===== src/rtl/cpu_defs_pkg.sv =====
`default_nettype none
// +----------------------------------------------------------------------+
// | Package : cpu_defs                                                   |
// | Shared fetch-stage definitions: PC redirect codes, reset PC, nop.    |
// | Rev 1.0 : initial release                                            |
// +----------------------------------------------------------------------+
package cpu_defs;

    typedef enum logic [1:0] {
        PCC_SEQ = 2'd0,
        PCC_BR  = 2'd1,
        PCC_JR  = 2'd2,
        PCC_J   = 2'd3
    } pcc_e;

    localparam logic [31:0] c_RESET_PC_DEFAULT = 32'h0000_3000;
    localparam logic [31:0] c_NOP_INSTR        = 32'h0000_0000;
    localparam logic [31:0] c_PC_STEP          = 32'd4;

endpackage

`default_nettype wire


===== src/rtl/pc_fetch_unit_npc_sel.sv =====
`default_nettype none
// +----------------------------------------------------------------------+
// | Module  : npc_sel                                                    |
// | Combinational next-PC mux with jr/jalr target misalign detect.       |
// | Rev 1.0 : initial release                                            |
// +----------------------------------------------------------------------+
module npc_sel
    import cpu_defs::*;
(
    input  logic [1:0]  i_pcc,
    input  logic [31:0] i_pcf,
    input  logic [31:0] i_pc4d,
    input  logic [25:0] i_instrd,
    input  logic [31:0] i_rsd,
    output logic [31:0] o_npc,
    output logic        o_misalign
);

    pcc_e w_pcc;

    assign w_pcc = pcc_e'(i_pcc);

    always_comb begin
        o_npc = i_pcf + c_PC_STEP;
        case (w_pcc)
            PCC_BR:  o_npc = i_pc4d + {{14{i_instrd[15]}}, i_instrd[15:0], 2'b00};
            // Low bits are forced to zero so PCF can never go unaligned.
            PCC_JR:  o_npc = {i_rsd[31:2], 2'b00};
            PCC_J:   o_npc = {i_pc4d[31:28], i_instrd[25:0], 2'b00};
            default: o_npc = i_pcf + c_PC_STEP;
        endcase
    end

    assign o_misalign = (w_pcc == PCC_JR) && (i_rsd[1:0] != 2'b00);

endmodule

`default_nettype wire


===== src/rtl/pc_fetch_unit.sv =====
`default_nettype none
// +----------------------------------------------------------------------+
// | Module  : pc_fetch_unit                                              |
// | Fetch stage: owns PCF, the IF/ID register and sticky AlignErr.       |
// | Rev 1.0 : initial release                                            |
// +----------------------------------------------------------------------+
module pc_fetch_unit
    import cpu_defs::*;
#(
    parameter logic [31:0] RESET_PC = c_RESET_PC_DEFAULT
)(
    input  logic        clk,
    input  logic        reset,
    input  logic        Stall,
    input  logic [1:0]  PCControl,
    input  logic [31:0] RsD,
    input  logic [31:0] InstrF,
    output logic [31:0] PCF,
    output logic [31:0] InstrD,
    output logic [31:0] PCD,
    output logic [31:0] PC4D,
    output logic        ValidD,
    output logic        AlignErr
);

    logic [31:0] r_pcf;
    logic [31:0] r_instrd;
    logic [31:0] r_pcd;
    logic [31:0] r_pc4d;
    logic        r_validd;
    logic        r_align_err;

    logic [31:0] w_npc;
    logic        w_misalign;

    npc_sel u_npc_sel (
        .i_pcc      (PCControl),
        .i_pcf      (r_pcf),
        .i_pc4d     (r_pc4d),
        .i_instrd   (r_instrd[25:0]),
        .i_rsd      (RsD),
        .o_npc      (w_npc),
        .o_misalign (w_misalign)
    );

    // A stalled cycle drops the redirect; D re-presents it once Stall clears.
    always_ff @(posedge clk) begin
        if (reset) begin
            r_pcf       <= RESET_PC;
            r_instrd    <= c_NOP_INSTR;
            r_pcd       <= 32'h0;
            r_pc4d      <= 32'h0;
            r_validd    <= 1'b0;
            r_align_err <= 1'b0;
        end else if (!Stall) begin
            r_pcf    <= w_npc;
            r_instrd <= InstrF;
            r_pcd    <= r_pcf;
            r_pc4d   <= r_pcf + c_PC_STEP;
            r_validd <= 1'b1;
            if (w_misalign) begin
                r_align_err <= 1'b1;
            end
        end
    end

    assign PCF      = r_pcf;
    assign InstrD   = r_instrd;
    assign PCD      = r_pcd;
    assign PC4D     = r_pc4d;
    assign ValidD   = r_validd;
    assign AlignErr = r_align_err;

endmodule

`default_nettype wire


===== config.mk =====
export PLATFORM = sky130hd
export DESIGN_NAME = pc_fetch_unit
export DESIGN_NICKNAME = d
export VERILOG_FILES = /design/src/rtl/cpu_defs_pkg.sv /design/src/rtl/pc_fetch_unit_npc_sel.sv /design/src/rtl/pc_fetch_unit.sv
export SDC_FILE = /design/constraint.sdc
export NUM_CORES = 1
export LEC_CHECK = 0
export ABC_AREA = 1
export CAP_MARGIN = 20
export CORE_AREA = 2 2 151 153
export DETAILED_ROUTE_END_ITERATION = 16
export DIE_AREA = 0 0 153 155
export GPL_TIMING_DRIVEN = 0
export HOLD_SLACK_MARGIN = 0.12
export SYNTH_ARGS = -nofsm -noshare
export SYNTH_HDL_FRONTEND = slang
export SYNTH_SLANG_ARGS = --single-unit

===== constraint.sdc =====
create_clock -name clk -period 2.2 [get_ports clk]
set_input_delay 0.44 -clock clk [delete_from_list [all_inputs] [get_ports clk]]
set_output_delay 0.44 -clock clk [all_outputs]
set_load 0.02 [all_outputs]

==> impl_metrics.py, run 1 <==
metrics = {
    "clocking": {
        "clkSinkCount": 128,
        "worst_setup_hold_path_clk_slew_ns": 0.07,
        "cts_tree": "built",
        "htree_levels": 4,
        "cts_hold_buf": 0,
        "cts.root.buffer_cell": "sky130_fd_sc_hd__clkbuf_16",
        "clk-insertion-delay-late_ns": 0.43,
        "clk_path_buf_depth": 2,
        "cts_inserted_buffers": 17,
    },
    "logic_synthesis": {
        "yosys.cell_types.count": 43,
        "postSynth.topFlopCell": "sky130_fd_sc_hd__dfxtp_1",
        "syn_inst": 1161,
        "synth-warning-count": 0,
        "synth-async-reset-ratio_pct": 0,
        "netlist_area_sq_um": 7660,
        "postSynthRegisterBits": 128,
        "mappedNetlistNets": 1261,
        "synth_sequential_area_ratio_pct": 33.5,
        "post_synth.cell_area_avg_sq_um": 6.60,
        "synth_enable_flop_cells": 0,
    },
    "critical_path": {
        "critical_path.reg2reg.startpoint": "InstrD[15]$_SDFFE_PP0N_",
        "cp-end-kind": "flip-flop",
        "ff2ff_path_depth": 12,
        "critical_path_class": "input port to flip-flop",
        "crit_required_ns": 2.52,
        "crit_path_start_kind": "input port",
        "r2r_setup_slack_ns": 0.04,
        "cp.arrival_ns": 2.54,
        "crit_fanout": 10,
        "r2r-end": "PCF[29]$_SDFFE_PP0N_",
    },
    "power": {
        "fin_total_pwr_w": 0.00732,
        "pwrdens_nw_per_um2": 644,
        "p_leak_nw": 4.75,
        "peak_supply_drop_mv": 0.489,
    },
    "detailed_routing": {
        "detailedRoute.firstIterationViolations": 586,
        "vias": 9109,
        "detail_route.wirelength_um": 34300,
        "vias_per_cell": 5.39,
        "number_of_drc_violations_after_detailed_routing": 0,
        "route.detailed.wl_per_inst_um": 20.3,
        "ant_nets": 0,
        "drt-pass1-iter-count": 5,
    },
    "finish": {
        "antenna-diode-count": 0,
        "final.fill_count": 2272,
        "nNetsFinal": 1493,
        "final_layout_size_suffix_gt1_share_pct": 15.6,
        "layout-area-overhead-vs-synth_pct": 48.4,
    },
    "grt": {
        "grt_remaining_overflow": 0,
        "grtUsageTotal_pct": 28.0,
        "number_of_global_route_vias_before_repair": 8593,
        "antenna_violations_before_repair": 0,
        "grt_max_degree": 17,
        "grt_pass1_wl_um": 50600,
    },
    "worst_hold_path": {
        "hold_depth": 2,
        "min_from": "AlignErr$_SDFFE_PP0P_",
        "min_delay_worst_endpoint": "AlignErr$_SDFFE_PP0P_",
        "worst_min_delay_path_category": "flip-flop to flip-flop",
    },
    "timing": {
        "final.setup.worst_slack_ns": -0.0152,
        "timing.max_slew.rel_slack_pct": 44.5,
        "final_min_period_over_clock_period_pct": 101,
        "max_freq_mhz": 451,
        "tightest_pin_transition_ns": 0.832,
        "fin_worst_skew_ns": 0.0148,
        "setup_repair_after_global_routing_missed_its_margin": "true",
        "setup-violations-final": 1,
        "finalHoldViolations": 0,
        "finalMaxSlewViolations": 0,
        "layout_min_cycle_time_ns": 2.22,
    },
    "outcome": {
        "violations": "setup timing",
        "run_status": "finished, violations left",
    },
    "floorplan": {
        "design.portCount": 199,
        "row_count": 55,
        "core-area_sq_um": 22200,
        "chipWidth_um": 153,
        "die_y_um": 155,
        "floorplan.initialDensity_pct": 34.5,
        "die_area_sq_um": 23700,
    },
    "job": {
        "maxCapViolations": 0,
    },
    "placement": {
        "hpwl_um": 26900,
        "port_buffers": 196,
        "final_weighted_congestion_in_routability_driven_placement": 0.945,
        "dp_worst_setup_slack_ns": -0.988,
    },
}
## cell families after synthesis
logic type	share of synthesized area, %
AND/OR/NAND/NOR	27.7
AO/OA/AOI/OAI	21.2
buffers and inverters	9.61
flip-flops	33.5
adder cells (fa/ha/maj)	5.16
XOR/XNOR	2.86
## sequential cells by signal, indices dropped and copies added (netlist names)
name,count
InstrD,32
ValidD,1
PC4D,30
PCF,32
AlignErr,1
PCD,32
## critical path: stages
cell and delay (ns):
sky130_fd_sc_hd__clkdlybuf4s50_1 0.56, sky130_fd_sc_hd__nand2_1 0.28, sky130_fd_sc_hd__clkinvlp_4 0.27, sky130_fd_sc_hd__buf_2 0.28, sky130_fd_sc_hd__a221oi_2 0.39, sky130_fd_sc_hd__nand3_1 0.15, sky130_fd_sc_hd__nand2_1 0.12, sky130_fd_sc_hd__nor2_1 0.04
## final cells by class
cell class / count / area (sq um) / share of cell area (%)
clock buffers: 18 / 439 / 3.86
plain buffers: 49 / 208 / 1.83
multi-input cells: 840 / 4990 / 43.9
clock inverters: 14 / 121 / 1.07
flip-flops and latches: 128 / 2610 / 22.9
inverters: 143 / 546 / 4.80
repair buffers: 214 / 2100 / 18.4
well taps: 285 / 357 / 3.14
## stage by stage
step / cell area (sq um) / setup TNS [ns] / hold slack (ns) / utilization [%] / cells
floorplan: 7660 / 0 / 0.526 / - / 1161
global placement: 9980 / -24.92 / 0.448 / 44.9 / 1642
detailed placement: 9990 / -23.71 / 0.453 / 44.9 / 1645
CTS: 10800 / -0.00454 / 0.467 / 48.4 / 1682
global route: 11400 / -0.272 / 0.489 / 51.1 / 1691
finish: 11400 / -0.0152 / 0.467 / 51.1 / 1691
## per-layer routing
metal	routed length, um	vias to the layer above	track usage (%)
met4	979	0	9.08
met1	14700	4265	36.1
met3	3100	69	7.19
met5	0	-	0
li1	-	4334	-
met2	15600	441	46.0
## how the worst max path moves through the flow
stage                                       start                    to  slack (ns)  cells after the start
after detailed placement             PCControl[0]  PCF[26]$_SDFFE_PP0N_       -0.99                      7
after CTS                  InstrD[8]$_SDFFE_PP0N_  PCF[31]$_SDFFE_PP0N_      -0.005                     14
after floorplan           InstrD[15]$_SDFFE_PP0N_  PCF[29]$_SDFFE_PP0N_        0.02                     11
after global placement               PCControl[0]  PCF[23]$_SDFFE_PP0N_       -1.23                      7
after global routing      InstrD[15]$_SDFFE_PP0N_  PCF[31]$_SDFFE_PP0N_       -0.07                     14
final                                PCControl[1]  PCF[19]$_SDFFE_PP0N_       -0.02                      8
## cell usage after synthesis (2+ instances only)
cell,count,area (sq um)
sky130_fd_sc_hd__nor2_2,5,31.3
sky130_fd_sc_hd__a22oi_1,3,22.5
sky130_fd_sc_hd__o221ai_1,5,43.8
sky130_fd_sc_hd__nand3_1,61,305
sky130_fd_sc_hd__a21o_1,4,30.0
sky130_fd_sc_hd__o21ai_0,109,546
sky130_fd_sc_hd__o21ai_1,3,15.0
sky130_fd_sc_hd__nand4_1,12,75.1
sky130_fd_sc_hd__a221oi_1,11,96.3
sky130_fd_sc_hd__nor3_1,17,85.1
sky130_fd_sc_hd__a22o_1,5,43.8
sky130_fd_sc_hd__a31oi_1,3,18.8
sky130_fd_sc_hd__nand3b_1,5,37.5
sky130_fd_sc_hd__xor2_1,24,210
sky130_fd_sc_hd__buf_4,3,22.5
sky130_fd_sc_hd__o211ai_1,17,128
sky130_fd_sc_hd__or2_2,10,62.6
sky130_fd_sc_hd__inv_1,137,514
sky130_fd_sc_hd__nand2_1,212,796
sky130_fd_sc_hd__dfxtp_1,128,2560
sky130_fd_sc_hd__nor2_1,162,608
sky130_fd_sc_hd__ha_1,30,375
sky130_fd_sc_hd__o21bai_1,4,30.0
sky130_fd_sc_hd__a221o_1,2,20.0
sky130_fd_sc_hd__inv_2,3,11.3
sky130_fd_sc_hd__a21oi_1,107,536
sky130_fd_sc_hd__nor4_1,5,31.3
sky130_fd_sc_hd__buf_1,2,7.51
sky130_fd_sc_hd__o21a_1,2,15.0
sky130_fd_sc_hd__nand2_2,4,25.0
sky130_fd_sc_hd__clkbuf_1,45,169
sky130_fd_sc_hd__a2111oi_0,7,61.3
sky130_fd_sc_hd__clkinv_1,3,11.3
sky130_fd_sc_hd__and2_1,2,12.5
## layout by cell type (no fill, tap or decap), types with 13 or more instances in the layout
master and count:
sky130_fd_sc_hd__clkdlybuf4s50_1 195, sky130_fd_sc_hd__nand2_1 180, sky130_fd_sc_hd__nor2_1 151, sky130_fd_sc_hd__inv_1 135, sky130_fd_sc_hd__dfxtp_1 104, sky130_fd_sc_hd__o21ai_0 103
sky130_fd_sc_hd__a21oi_1 91, sky130_fd_sc_hd__nand3_1 52, sky130_fd_sc_hd__clkbuf_1 39, sky130_fd_sc_hd__nand2_2 28, sky130_fd_sc_hd__xor2_1 23, sky130_fd_sc_hd__dfxtp_2 18
sky130_fd_sc_hd__o211ai_1 17, sky130_fd_sc_hd__buf_4 17, sky130_fd_sc_hd__clkbuf_16 17, sky130_fd_sc_hd__a21oi_2 16, sky130_fd_sc_hd__nor3_1 14, sky130_fd_sc_hd__ha_4 13
## timing repair
| item | 4_1_cts | 5_1_grt |
|---|---|---|
| endpoints found under the setup margin | 25 | 30 |
| gates resized for setup | 59 | 139 |
| pin swaps | 4 | 23 |
| buffers inserted | 5 | 10 |
## power breakdown
group	internal (W)	switching (W)	leakage, nW
clock network	0.00151	0.00123	0.266
registers	0.00249	0.000207	1.07
logic	0.000784	0.00111	3.41
total	0.00478	0.00254	4.75
No activity file was read; power rests on OpenSTA's default activity.
==> run 2, diff against run 1 <==
SLEW_MARGIN = 15   (was not set)
==> run 2 against run 1 <==
Against the previous run:
- the run now ends clean
- combinational power hardly changed
- cell count up 0.35%
- utilization grew 0.52 points
- worst hold slack got worse by 0.0014 ns
- critical path depth down 5
- clock power up 6%
- clock-buffer cell count is 1 higher
- sequential share of layout area fell by 0.27 points
- sequential power about the same
- total power grew 2.6%
- via count increased by 0.67%
- setup slack gained 0.070 ns
- largest power group unchanged
==> impl_metrics.py, run 2 (same netlist as run 1, synthesis figures left out) <==
metrics = {
    "worst_hold_path": {
        "min_from": "AlignErr$_SDFFE_PP0P_",
        "worst_min_delay_path_category": "flip-flop to flip-flop",
        "min_delay_worst_endpoint": "AlignErr$_SDFFE_PP0P_",
        "hold_depth": 2,
    },
    "critical_path": {
        "cp.arrival_ns": 1.71,
        "critPathMaxStageDelay_ns": 0.59,
        "worst-path-stages": 3,
        "path_cells": "buf_8 -> buf_4 -> clkdlybuf4s50_1",
        "r2r_setup_slack_ns": 0.06,
        "crit_path_top_delay_cell": "sky130_fd_sc_hd__clkdlybuf4s50_1",
        "crit_required_ns": 1.76,
        "critical_path_class": "flip-flop to primary output",
        "cp-end-kind": "primary output",
        "r2r-end": "PCF[31]$_SDFFE_PP0N_",
        "ff2ff_path_depth": 15,
        "cp_top_family": "buffers and inverters",
        "timing.critical_path.buf_inv": 3,
        "crit_path_start_kind": "flip-flop",
        "critical_path.reg2reg.startpoint": "InstrD[15]$_SDFFE_PP0N_",
        "crit_fanout": 8,
    },
    "timing": {
        "tightest_pin_transition_ns": 0.836,
        "finalSetupTns_ns": 0,
        "layout_min_cycle_time_ns": 2.15,
        "finalMaxSlewViolations": 0,
        "max_freq_mhz": 466,
        "setup-violations-final": 0,
        "finalHoldViolations": 0,
        "setup_repair_after_global_routing_missed_its_margin": "true",
        "fin_worst_skew_ns": 0.0138,
        "timing.max_slew.rel_slack_pct": 44.3,
        "final_min_period_over_clock_period_pct": 97.5,
    },
    "job": {
        "maxCapViolations": 0,
    },
    "clocking": {
        "cts_hold_buf": 0,
        "cts_tree": "built",
        "clk_path_buf_depth": 2,
        "worst_setup_hold_path_clk_slew_ns": 0.07,
        "cts.root.buffer_cell": "sky130_fd_sc_hd__clkbuf_16",
        "htree_levels": 4,
        "clkSinkCount": 128,
        "cts_inserted_buffers": 17,
        "clk-insertion-delay-late_ns": 0.43,
    },
    "floorplan": {
        "core-area_sq_um": 22200,
        "die_area_sq_um": 23700,
        "row_count": 55,
        "design.portCount": 199,
        "chipWidth_um": 153,
        "floorplan.initialDensity_pct": 34.5,
        "die_y_um": 155,
    },
    "detailed_routing": {
        "route.detailed.wl_per_inst_um": 20.5,
        "vias": 9170,
        "detailedRoute.firstIterationViolations": 690,
        "detail_route.wirelength_um": 34700,
        "vias_per_cell": 5.40,
        "number_of_drc_violations_after_detailed_routing": 0,
        "ant_nets": 0,
        "drt-pass1-iter-count": 5,
    },
    "grt": {
        "grt_remaining_overflow": 0,
        "number_of_global_route_vias_before_repair": 8627,
        "antenna_violations_before_repair": 0,
        "grtUsageTotal_pct": 28.0,
        "grt_max_degree": 17,
        "grt_pass1_wl_um": 50700,
    },
    "finish": {
        "area.sequential_sq_um": 2600,
        "final_core_utilization_pct": 51.7,
        "mostFrequentLayoutCells": "sky130_fd_sc_hd__clkdlybuf4s50_1, sky130_fd_sc_hd__nand2_1, sky130_fd_sc_hd__nor2_1",
        "layout-area-overhead-vs-synth_pct": 49.9,
        "combined_area_of_the_multi_input_logic_cells_sq_um": 5020,
        "final_layout_size_suffix_gt1_share_pct": 15.9,
        "nNetsFinal": 1499,
        "antenna-diode-count": 0,
        "final.fill_count": 2253,
        "layout_commonest_cell": "sky130_fd_sc_hd__clkdlybuf4s50_1",
    },
    "placement": {
        "final_weighted_congestion_in_routability_driven_placement": 0.945,
        "port_buffers": 196,
        "hpwl_um": 26700,
    },
    "power": {
        "p_leak_nw": 4.79,
        "pwrdens_nw_per_um2": 654,
        "peak_supply_drop_mv": 0.491,
    },
    "outcome": {
        "run_status": "completed",
    },
}
## run 2: changes by cell type in the layout (fill, tap and decap cells not counted), sizes merged
cell	change
buf	+7
bufinv	+1
clkinv	+1
clkinvlp	-4
inv	+1
## run 2: through the flow
step,hold slack [ns],worst slack (ns),instances,area [sq um],power (W)
final,0.466,0.0547,1697,11500,0.00751
after global routing,0.505,-0.0552,1697,11500,0.00778
after CTS,0.462,0.000426,1679,10900,0.00732
after detailed placement,0.446,-1.00,1642,9980,0.00439
after global placement,0.448,-1.23,1642,9980,0.00439
after floorplan,0.526,0.0227,1161,7660,0.00356
## run 2: layout make-up
class | instances | share of cell area (%)
well taps | 285 | 3.11
flip-flops and latches | 128 | 22.7
inverters | 143 | 4.72
clock buffers | 19 | 3.95
clock inverters | 13 | 1.22
repair buffers | 220 | 18.8
multi-input cells | 840 | 43.7
plain buffers | 49 | 1.82
## run 2: timing repair
action / CTS / global route
endpoints found under the setup margin: 25 / 31
buffers inserted: 5 / 19
resized for setup: 67 / 130
pin swaps: 6 / 29
## run 2: worst register-to-register path: cells and delay by family (launching register included)
kind | cells | cell delay [ns]
AND/OR/NAND/NOR | 11 | 0.86
flip-flops | 1 | 0.41
buffers and inverters | 1 | 0.16
adder cells (fa/ha/maj) | 1 | 0.32
AO/OA/AOI/OAI | 2 | 0.34
## run 2: routing by layer
metal	vias up	wire, um	global-route usage, %
li1	4345	-	-
met1	4333	14900	36.6
met2	419	15800	45.4
met3	73	2960	6.88
met4	0	996	9.30
met5	-	0	0
## run 2: how the worst max path moves through the flow
stage,from,endpoint
6_report,InstrD[15]$_SDFFE_PP0N_,InstrD[15]
5_1_grt,InstrD[15]$_SDFFE_PP0N_,PCF[29]$_SDFFE_PP0N_
4_1_cts,InstrD[0]$_SDFFE_PP0N_,PCF[12]$_SDFFE_PP1N_
3_5_place_dp,PCControl[0],PCF[26]$_SDFFE_PP0N_
3_3_place_gp,PCControl[0],PCF[23]$_SDFFE_PP0N_
2_1_floorplan,InstrD[15]$_SDFFE_PP0N_,PCF[29]$_SDFFE_PP0N_
## run 2: report_power, final
| part | switching [W] | total (W) | internal, W |
|---|---|---|---|
| Sequential | 0.000209 | 0.00270 | 0.00249 |
| Clock | 0.00124 | 0.00290 | 0.00166 |
| Combinational | 0.00112 | 0.00192 | 0.000799 |
| Total | 0.00256 | 0.00751 | 0.00495 |
